==> config.mk <==
export PLATFORM = sky130hd
export DESIGN_NAME = grid_wb_buffered
export DESIGN_NICKNAME = d
export VERILOG_FILES = /design/src/rtl/grid_wb_buffered_pkg.sv /design/src/rtl/grid_wb_buffered_result_fifo.sv /design/src/rtl/grid_wb_buffered.sv
export SDC_FILE = /design/constraint.sdc
export NUM_CORES = 1
export LEC_CHECK = 0
export ABC_AREA = 1
export BUFFER_PORTS_ARGS = -buffer_cell sky130_fd_sc_hd__buf_2
export CAP_MARGIN = 20
export CORE_AREA = 4 4 187 189
export CTS_CLUSTER_DIAMETER = 100
export DETAILED_ROUTE_END_ITERATION = 12
export DIE_AREA = 0 0 191 193
export GPL_TIMING_DRIVEN = 0
export PLACE_DENSITY = 0.85
export SKIP_LAST_GASP = 1
export SLEW_MARGIN = 15
export SYNTH_ARGS = -nofsm -noshare
export SYNTH_HDL_FRONTEND = slang
export SYNTH_HIERARCHICAL = 1
export SYNTH_SLANG_ARGS = --single-unit
export TNS_END_PERCENT = 5
==> constraint.sdc <==
create_clock -name clk -period 13.62 [get_ports clk]
set_input_delay 0.681 -clock clk [delete_from_list [all_inputs] [get_ports clk]]
set_output_delay 0.681 -clock clk [all_outputs]
set_load 0.03 [all_outputs]
==> src/rtl/grid_wb_buffered_pkg.sv <==
// Shared types and default sizing for the grid writeback stage.
// The result record is what the FIFO stores and what writeback sees at its head.
package rca_config;

    localparam int XLEN_DEFAULT            = 32;
    localparam int NUM_IO_UNITS_DEFAULT    = 8;
    localparam int NUM_WRITE_PORTS_DEFAULT = 2;
    localparam int RESULT_DEPTH_DEFAULT    = 4;

    // data[p] is the value written by register write port p; unused ports carry 0
    typedef struct packed {
        logic [NUM_WRITE_PORTS_DEFAULT-1:0][XLEN_DEFAULT-1:0] data;
        logic [NUM_WRITE_PORTS_DEFAULT-1:0]                   port_en;
    } grid_wb_result_t;

    typedef enum logic [1:0] {
        GWB_IDLE,
        GWB_CAPTURE,
        GWB_HOLD
    } grid_wb_state_t;

endpackage

==> src/rtl/grid_wb_buffered_result_fifo.sv <==
// Synchronous FIFO of completed result sets. Head reads 0 while empty so
// writeback never sees stale data; flush empties it in one cycle.
module grid_wb_result_fifo
    import rca_config::*;
#(
    parameter int DEPTH = RESULT_DEPTH_DEFAULT
) (
    input  logic                         clk,
    input  logic                         rst,
    input  logic                         flush,
    input  logic                         push,
    input  grid_wb_result_t              push_data,
    input  logic                         pop,
    output grid_wb_result_t              head,
    output logic                         full,
    output logic                         empty,
    output logic [$clog2(DEPTH+1)-1:0]   count
);

    localparam int PTR_W = $clog2(DEPTH);
    localparam int CNT_W = $clog2(DEPTH+1);

    grid_wb_result_t   mem [DEPTH];
    logic [PTR_W-1:0]  rd_ptr, wr_ptr;
    logic [CNT_W-1:0]  count_q;
    logic              pop_eff, push_eff;

    assign empty    = (count_q == '0);
    assign full     = (count_q == CNT_W'(DEPTH));
    assign pop_eff  = pop && !empty;
    // a pop frees the slot in the same cycle, so a full FIFO still takes a push
    assign push_eff = push && (!full || pop_eff);

    always_ff @(posedge clk) begin
        if (!rst || flush) begin
            rd_ptr  <= '0;
            wr_ptr  <= '0;
            count_q <= '0;
        end else begin
            if (push_eff) begin
                mem[wr_ptr] <= push_data;
                wr_ptr      <= wr_ptr + PTR_W'(1);
            end
            if (pop_eff)
                rd_ptr <= rd_ptr + PTR_W'(1);
            count_q <= count_q + CNT_W'(push_eff) - CNT_W'(pop_eff);
        end
    end

    assign head  = empty ? '0 : mem[rd_ptr];
    assign count = count_q;

endmodule

==> src/rtl/grid_wb_buffered.sv <==
// Writeback stage: collects one result per register write port from the selected
// grid I/O units, then queues the completed set for a valid/ack writeback consumer.
module grid_wb_buffered
    import rca_config::*;
#(
    parameter int XLEN            = XLEN_DEFAULT,
    parameter int NUM_IO_UNITS    = NUM_IO_UNITS_DEFAULT,
    parameter int NUM_WRITE_PORTS = NUM_WRITE_PORTS_DEFAULT,
    parameter int RESULT_DEPTH    = RESULT_DEPTH_DEFAULT
) (
    input  logic                                                  clk,
    input  logic                                                  rst,
    input  logic [NUM_IO_UNITS-1:0][XLEN-1:0]                     io_unit_output_data,
    input  logic [NUM_IO_UNITS-1:0]                               io_unit_output_data_valid,
    input  logic [NUM_WRITE_PORTS-1:0][$clog2(NUM_IO_UNITS)-1:0]  io_unit_sels,
    input  logic [NUM_WRITE_PORTS-1:0]                            io_unit_port_en,
    input  logic                                                  io_unit_sels_valid,
    output logic                                                  sels_ready,
    input  logic                                                  flush,
    output logic                                                  wb_valid,
    output logic [NUM_WRITE_PORTS-1:0][XLEN-1:0]                  wb_data,
    output logic [NUM_WRITE_PORTS-1:0]                            wb_port_en,
    input  logic                                                  wb_ack,
    output logic                                                  wb_committing,
    output logic [$clog2(RESULT_DEPTH+1)-1:0]                     result_count
);

    localparam int SEL_W = $clog2(NUM_IO_UNITS);

    grid_wb_state_t                        state_q, state_d;
    logic [NUM_WRITE_PORTS-1:0][SEL_W-1:0] sel_q, cur_sel;
    logic [NUM_WRITE_PORTS-1:0]            en_q, cur_en;
    logic [NUM_WRITE_PORTS-1:0]            cap_q, cur_cap, cap_next, hit;
    logic [NUM_WRITE_PORTS-1:0][XLEN-1:0]  data_q, data_next;
    logic                                  in_idle, accept, active, complete;
    logic                                  pop, can_push, push;
    logic                                  fifo_full, fifo_empty;
    grid_wb_result_t                       fresh, held, push_data, head;

    assign in_idle    = (state_q == GWB_IDLE);
    assign sels_ready = in_idle && !flush;
    assign accept     = io_unit_sels_valid && sels_ready;
    assign active     = accept || (state_q == GWB_CAPTURE);

    // the accept cycle captures against the live selection, later cycles against the latched one
    assign cur_sel = in_idle ? io_unit_sels    : sel_q;
    assign cur_en  = in_idle ? io_unit_port_en : en_q;
    assign cur_cap = in_idle ? '0              : cap_q;

    for (genvar p = 0; p < NUM_WRITE_PORTS; p++) begin : g_port
        assign hit[p]       = active && cur_en[p] && !cur_cap[p]
                              && io_unit_output_data_valid[cur_sel[p]];
        assign cap_next[p]  = cur_cap[p] | hit[p];
        assign data_next[p] = hit[p]  ? io_unit_output_data[cur_sel[p]] :
                              in_idle ? '0 : data_q[p];
    end

    assign complete = active && ((cap_next & cur_en) == cur_en);
    assign pop      = wb_valid && wb_ack;
    assign can_push = !fifo_full || pop;

    assign fresh = '{data: data_next, port_en: cur_en};
    assign held  = '{data: data_q,    port_en: en_q};

    always_ff @(posedge clk) begin
        if (!rst)
            state_q <= GWB_IDLE;
        else
            state_q <= state_d;
    end

    always_comb begin
        state_d   = state_q;
        push      = 1'b0;
        push_data = fresh;
        case (state_q)
            GWB_IDLE, GWB_CAPTURE: begin
                if (active) begin
                    if (!complete)
                        state_d = GWB_CAPTURE;
                    else if (can_push) begin
                        push    = 1'b1;
                        state_d = GWB_IDLE;
                    end else
                        state_d = GWB_HOLD;
                end
            end
            GWB_HOLD: begin
                push_data = held;
                if (can_push) begin
                    push    = 1'b1;
                    state_d = GWB_IDLE;
                end
            end
            default: state_d = GWB_IDLE;
        endcase
        if (flush) begin
            state_d = GWB_IDLE;
            push    = 1'b0;
        end
    end

    // capture registers also serve as the parked set while in HOLD
    always_ff @(posedge clk) begin
        if (!rst || flush) begin
            sel_q  <= '0;
            en_q   <= '0;
            cap_q  <= '0;
            data_q <= '0;
        end else begin
            if (accept) begin
                sel_q <= io_unit_sels;
                en_q  <= io_unit_port_en;
            end
            if (active) begin
                cap_q  <= cap_next;
                data_q <= data_next;
            end
        end
    end

    grid_wb_result_fifo #(
        .DEPTH(RESULT_DEPTH)
    ) u_fifo (
        .clk       (clk),
        .rst       (rst),
        .flush     (flush),
        .push      (push),
        .push_data (push_data),
        .pop       (pop),
        .head      (head),
        .full      (fifo_full),
        .empty     (fifo_empty),
        .count     (result_count)
    );

    assign wb_valid      = !fifo_empty;
    assign wb_data       = head.data;
    assign wb_port_en    = head.port_en;
    assign wb_committing = pop;

endmodule
After elaboration in Yosys (flattened, before gate mapping). Memory sizes are Yosys's and may differ from the RTL's. A register that Yosys moved wholly into a read port is not among the register bits. Cells that the tools add are included.

Register bits: 83. Memory bits (writable): 264. Input port bits: 277. Memories: 1.

Add/subtract/negate cells: 4. Magnitude comparators: 2. Equal/unequal tests: 6. Multiplexer cells: 32. Bitwise gates (word level): 4. Reduce and logical (&&, ||, !) cells: 27.

Memory list: u_fifo.mem (depth 4, width 66, rd ports 1, clocked after memory_dff 1, wr ports 1, RTL line grid_wb_buffered_result_fifo.sv:23) `grid_wb_result_t mem [DEPTH];`.

Operators by type and width (count): 32-bit binary-select mux with 3-bit select (2); 32-bit two-way mux (6); 66-bit two-way mux (2); 2-bit two-way mux (8); 1-bit logical AND (12); 1-bit two-way mux (9); 3-bit by 4-bit less-than comparator with 1-bit output, second input constant (2); 1-bit binary-select mux with 3-bit select (2); 1-bit logical NOT (6); 6-bit two-way mux (1); 2-bit by 1-bit adder with 2-bit output, second input constant (2); 1-bit logical OR (4); 2-bit != test, second input constant (2); 2-bit one-hot mux with 2 select lines (1); 2-bit OR reduction (2); 3-bit by 1-bit adder with 3-bit output (1); 3-bit equality test, second input constant (1); 3-bit logical NOT (1); 3-bit by 1-bit subtractor with 3-bit output (1); 2-bit bitwise AND (1); 2-bit by 1-bit equality test with 1-bit output, second input constant (1); 2-bit equality test (1); 2-bit equality test, second input constant (1); 2-bit logical NOT (1); 4 further kinds (5).

Logic depth before layout (Yosys ltp).
Word-level depth: 19. Mapped depth: 22.

Modules after synthesis. Netlist, hierarchy kept.

Modules (own cells, without submodules): grid_wb_result_fifo (instances 1, cells each 851, area an instance 10697.8 µm², seq. area each 8107.8 µm²); grid_wb_buffered (instances 1, cells each 1730, area an instance 9624.2 µm², seq. area each 1521.5 µm²).

Least setup slack after synthesis. No wires, ideal clock.

Path kind: input to register. Start: in flush. End: mem u_fifo/mem[0][0] (netlist bit), enable pin. Library setup time: 0.490 ns. Arrival time: 5.117 ns. Data required time: 13.130 ns. Setup slack: 8.013 ns. Stages: 13. Path buffers: 0. Path through: nor2_1 > nand2_1 > nand2_1 > inv_1 > nor2_4 > nand3_2 > nand2_1 > nand2_1 > a21oi_1 > nand2_1 > inv_1 > nand2_1 > nor2_1.

Cells in the longest elaborated chain, start to end: 19.

Ends and longest elaborated chain: start: declaration (RTL line grid_wb_buffered.sv:19) `input logic flush,`; 1-bit logical NOT (RTL line grid_wb_buffered.sv:41) `assign sels_ready = in_idle && !flush;`; 1-bit logical AND (RTL line grid_wb_buffered.sv:41); 1-bit logical AND (RTL line grid_wb_buffered.sv:42) `assign accept = io_unit_sels_valid && sels_ready;`; 1-bit logical OR (RTL line grid_wb_buffered.sv:43) `assign active = accept || (state_q == GWB_CAPTURE);`; 1-bit logical AND (2 in series) (RTL line grid_wb_buffered.sv:51) `assign hit[p] = active && cur_en[p] && !cur_cap[p]`; 1-bit logical AND (RTL line grid_wb_buffered.sv:52) `&& io_unit_output_data_valid[cur_sel[p]];`; 1-bit bitwise OR (RTL line grid_wb_buffered.sv:53) `assign cap_next[p] = cur_cap[p] | hit[p];`; 2-bit bitwise AND (RTL line grid_wb_buffered.sv:58) `assign complete = active && ((cap_next & cur_en) == cur_en);`; (+3 left out); 1-bit two-way mux (RTL line grid_wb_buffered.sv:78) `if (active) begin`; 1-bit one-hot mux with 2 select lines (RTL line grid_wb_buffered.sv:76) `case (state_q)`; 1-bit two-way mux * (RTL line grid_wb_buffered.sv:97) `if (flush) begin`; via push (RTL line grid_wb_buffered.sv:36) `logic pop, can_push, push;`; 1-bit logical AND * (RTL line grid_wb_buffered_result_fifo.sv:32) `assign push_eff = push && (!full || pop_eff);`; 1-bit two-way mux * (RTL line grid_wb_buffered_result_fifo.sv:40) `if (push_eff) begin`; 1-bit two-way mux * (RTL line grid_wb_buffered_result_fifo.sv:35) `if (!rst || flush) begin`; 1-bit two-way mux (not written as such) * (RTL line grid_wb_buffered_result_fifo.sv:41) `mem[wr_ptr] <= push_data;`; end: declaration (RTL line grid_wb_buffered_result_fifo.sv:23).

Mark *: on every way through the listed nets, which the timed path passes. The rest lies on a longest branch.

Worst setup path after layout.
Start: reg state_q[0]. End: mem u_fifo/mem[0][20] (netlist bit), enable pin.

Cells in the longest elaborated chain, start to end: 19.

Ends and longest elaborated chain: start: declaration (RTL line grid_wb_buffered.sv:30) `grid_wb_state_t state_q, state_d;`; start signal: assignment (RTL line grid_wb_buffered.sv:69) `state_q <= state_d;`; branches (longest 13 deep; another with 6-bit two-way mux); 1-bit one-hot mux with 2 select lines * (RTL line grid_wb_buffered.sv:76); 1-bit two-way mux * (RTL line grid_wb_buffered.sv:97); via push (RTL line grid_wb_buffered.sv:36); 1-bit logical AND * (RTL line grid_wb_buffered_result_fifo.sv:32); 1-bit two-way mux * (RTL line grid_wb_buffered_result_fifo.sv:40); 1-bit two-way mux * (RTL line grid_wb_buffered_result_fifo.sv:35); 1-bit two-way mux (not written as such) * (RTL line grid_wb_buffered_result_fifo.sv:41).

Mark *: on every way through the listed nets, which the timed path passes. The select of a mux whose other input is x is not followed.

==> results.cfg <==
[logic_synthesis]
synth_common_cells = 494 x nand2_1, 340 x inv_1, 311 x nor2_1
synth-seq-cells = 349
syn_nets = 2864
synth_top_area_cell = edfxtp_1
synth_cells = 2581
synth_warnings = 6
async_reset_ff_share_pct = 0
synth_top_cell_area_share_pct = 39.0
synth_edf_count = 264
avgSynthCellArea_um2 = 7.87
synth_cell_types = 34
synth_ff_type = edfxtp_1
ys_seq_area_share_pct = 47.4
synth.cell_area_um2 = 20300
synth.most_common_cell = nand2_1
synthTopCellsByArea = edfxtp_1 39%, nand2_1 9.1%, o211ai_1 8.9%

[global_route]
grt-ovfl-total = 0
antenna_found_initial = 0
grt_pass1_wl_mm = 125
grt_usage_pct = 44.8
grt_max_degree = 26
grt_pass1_vias = 21000

[routing]
vias = 21900
avgRoutedWirePerCell_um = 24.9
via_per_inst = 6.37
drt-initial-drc-count = 3461
wl_mm = 85.7
ant_nets = 0
first_pass_iters = 8
drc = 0

[setup_path]
cp_max_fo = 24
path_class = reg -> reg
critPathArrivalTime_ps = 4670
endpoint_kind = flip-flop
start_kind = flip-flop
required_ps = 13870

[hold_path]
hold_class = in -> reg

[cts]
cts_buffer_depth = 3
post_cts_resized = 0
clock_sinks = 349
cts_tree = built
clockRootBuffer = clkbuf_16
cts_buffers = 29
htree_num_levels = 1
clkSlewWorstSetupHoldPaths_ps = 70
holdBufCountCts = 0
clk_latency_ps = 550
cts_setup_buffers = 0

[pwr]
power_density_nw_per_um2 = 100
power_leakage_nw = 11.0
ir_drop_mv = 0.111

[sta]
holdWs_ps = 441
fin_tns_setup_ps = 0
worstMarginPinSlew_ps = 872
finalMaxSlewViolations = 0
period_minus_slack_ps = 4420
setup_violations = 0
hold_violations = 0
rsz0062_at_grt = false
finalClockSkew_ps = 15.0
max_slew_margin_pct = 41.8
fin_crit_sh_pct = 32.5
max_freq_ghz = 0.226
post-route-worst-setup-slack_ps = 9200

[finish]
nets = 3252
drive_gt1_share_pct = 18.9
design_area_um2 = 23800
stdcell_count = 3438
diodes = 0
syn2layout_area_growth_pct = 17.0

[floorplanning]
die_y_um = 193
die_w_um = 191
boundaryPins = 349
core_um2 = 33300
dieArea_um2 = 36900
initial_utilization_pct = 61.1
row_count = 67

[placed_design]
dp.cells = 3386
place_area_um2 = 22900
port_buffers = 348
pre_cts_ws_ps = 9320
dpl.hpwl_mm = 62.9
globalplace.congestion = 1.11

[flow_run]
maxCapViolCount = 0

[outcome]
status = complete, no violations
stage by stage:
| stage | total power [W] | util, % |
|---|---|---|
| final | 0.00239 | 71.4 |
| after global routing | 0.00245 | 71.4 |
| after CTS | 0.00236 | 71.4 |
| after detailed placement | 0.00158 | 68.7 |
| after global placement | 0.00157 | 68.0 |
| after floorplan | 0.00140 | - |
state kept, by name, indices dropped and copies added, names as in the netlist, named ones only:
register and flops:
u_fifo/mem 264, data_q 64, sel_q 6, u_fifo/count 3, cap_q 2, en_q 2, state_q 2, u_fifo/rd_ptr 2
u_fifo/wr_ptr 2
metal layers:
metal	global-route usage, %	part of all wire [%]	vias to the layer above
met2	72.7	45	1979
met3	10.7	13	456
met4	29.9	8.5	0
met1	53.6	33	9993
li1	-	-	9483
met5	0	0	-
where the power goes:
part | leakage, nW | total [W] | internal [W] | switching [W]
clock network | 0.438 | 0.000804 | 0.000443 | 0.000361
registers | 3.50 | 0.00115 | 0.00115 | 0.00000498
logic | 7.07 | 0.000428 | 0.000123 | 0.000305
cell type report:
| cell class | instances | area (µm²) |
|---|---|---|
| tap | 448 | 561 |
| timing repair buffer | 357 | 1950 |
| inverter | 348 | 1310 |
| buffer | 197 | 966 |
| clock inverter | 15 | 120 |
| fill | 2455 | 9510 |
| clock buffer | 37 | 786 |
| sequential | 349 | 9630 |
| multi-input combinational | 1687 | 8450 |
critical path: stages (launching register included):
cell,delay (ps)
dfxtp_1,400
nor2_2,90
buf_6,150
buf_6,160
o21ai_4,460
inv_2,200
nand2_2,180
nand3_2,200
nand2_1,150
nand2_1,90
a21oi_1,390
nand2_1,100
inv_1,80
nand2_1,220
nor2_4,710
buf_12,290
buf_16,210
worst paths after layout:
check,start,to,slack (ps),depth (start not counted)
worst max-delay path,state_q[0],u_fifo/mem[0][20],9200,16
worst min-delay path,io_unit_port_en[0],en_q[0],440,3
worst max register to register,state_q[0],u_fifo/mem[0][20],9200,16
worst min register to register,en_q[0],en_q[0],460,2
logic make-up after synthesis:
logic type,after synthesis,share of synthesized area (%)
xor+xnor,1,0.0431
fa+ha+maj,6,0.406
buf+inv,545,11.2
compound gates,544,16.6
simple gates,1136,24.4
flops,349,47.4
placed cells by master, fill, tap and decap left out, drive strengths merged:
| cell | n |
|---|---|
| bufinv | 2 |
| inv | 348 |
| ha | 5 |
| a21boi | 1 |
| nand3 | 258 |
| nand2 | 499 |
| clkinv | 10 |
| o21ai | 214 |
| edfxtp | 264 |
| a21oi | 86 |
| o211ai | 242 |
| or2 | 1 |
| o21a | 1 |
| nor2 | 313 |
| nor3 | 1 |
| buf | 482 |
| clkbuf | 109 |
| nand4 | 64 |
| dfxtp | 85 |
| clkinvlp | 3 |
| fa | 1 |
| xor2 | 1 |
(Power assumes the default switching activity.)
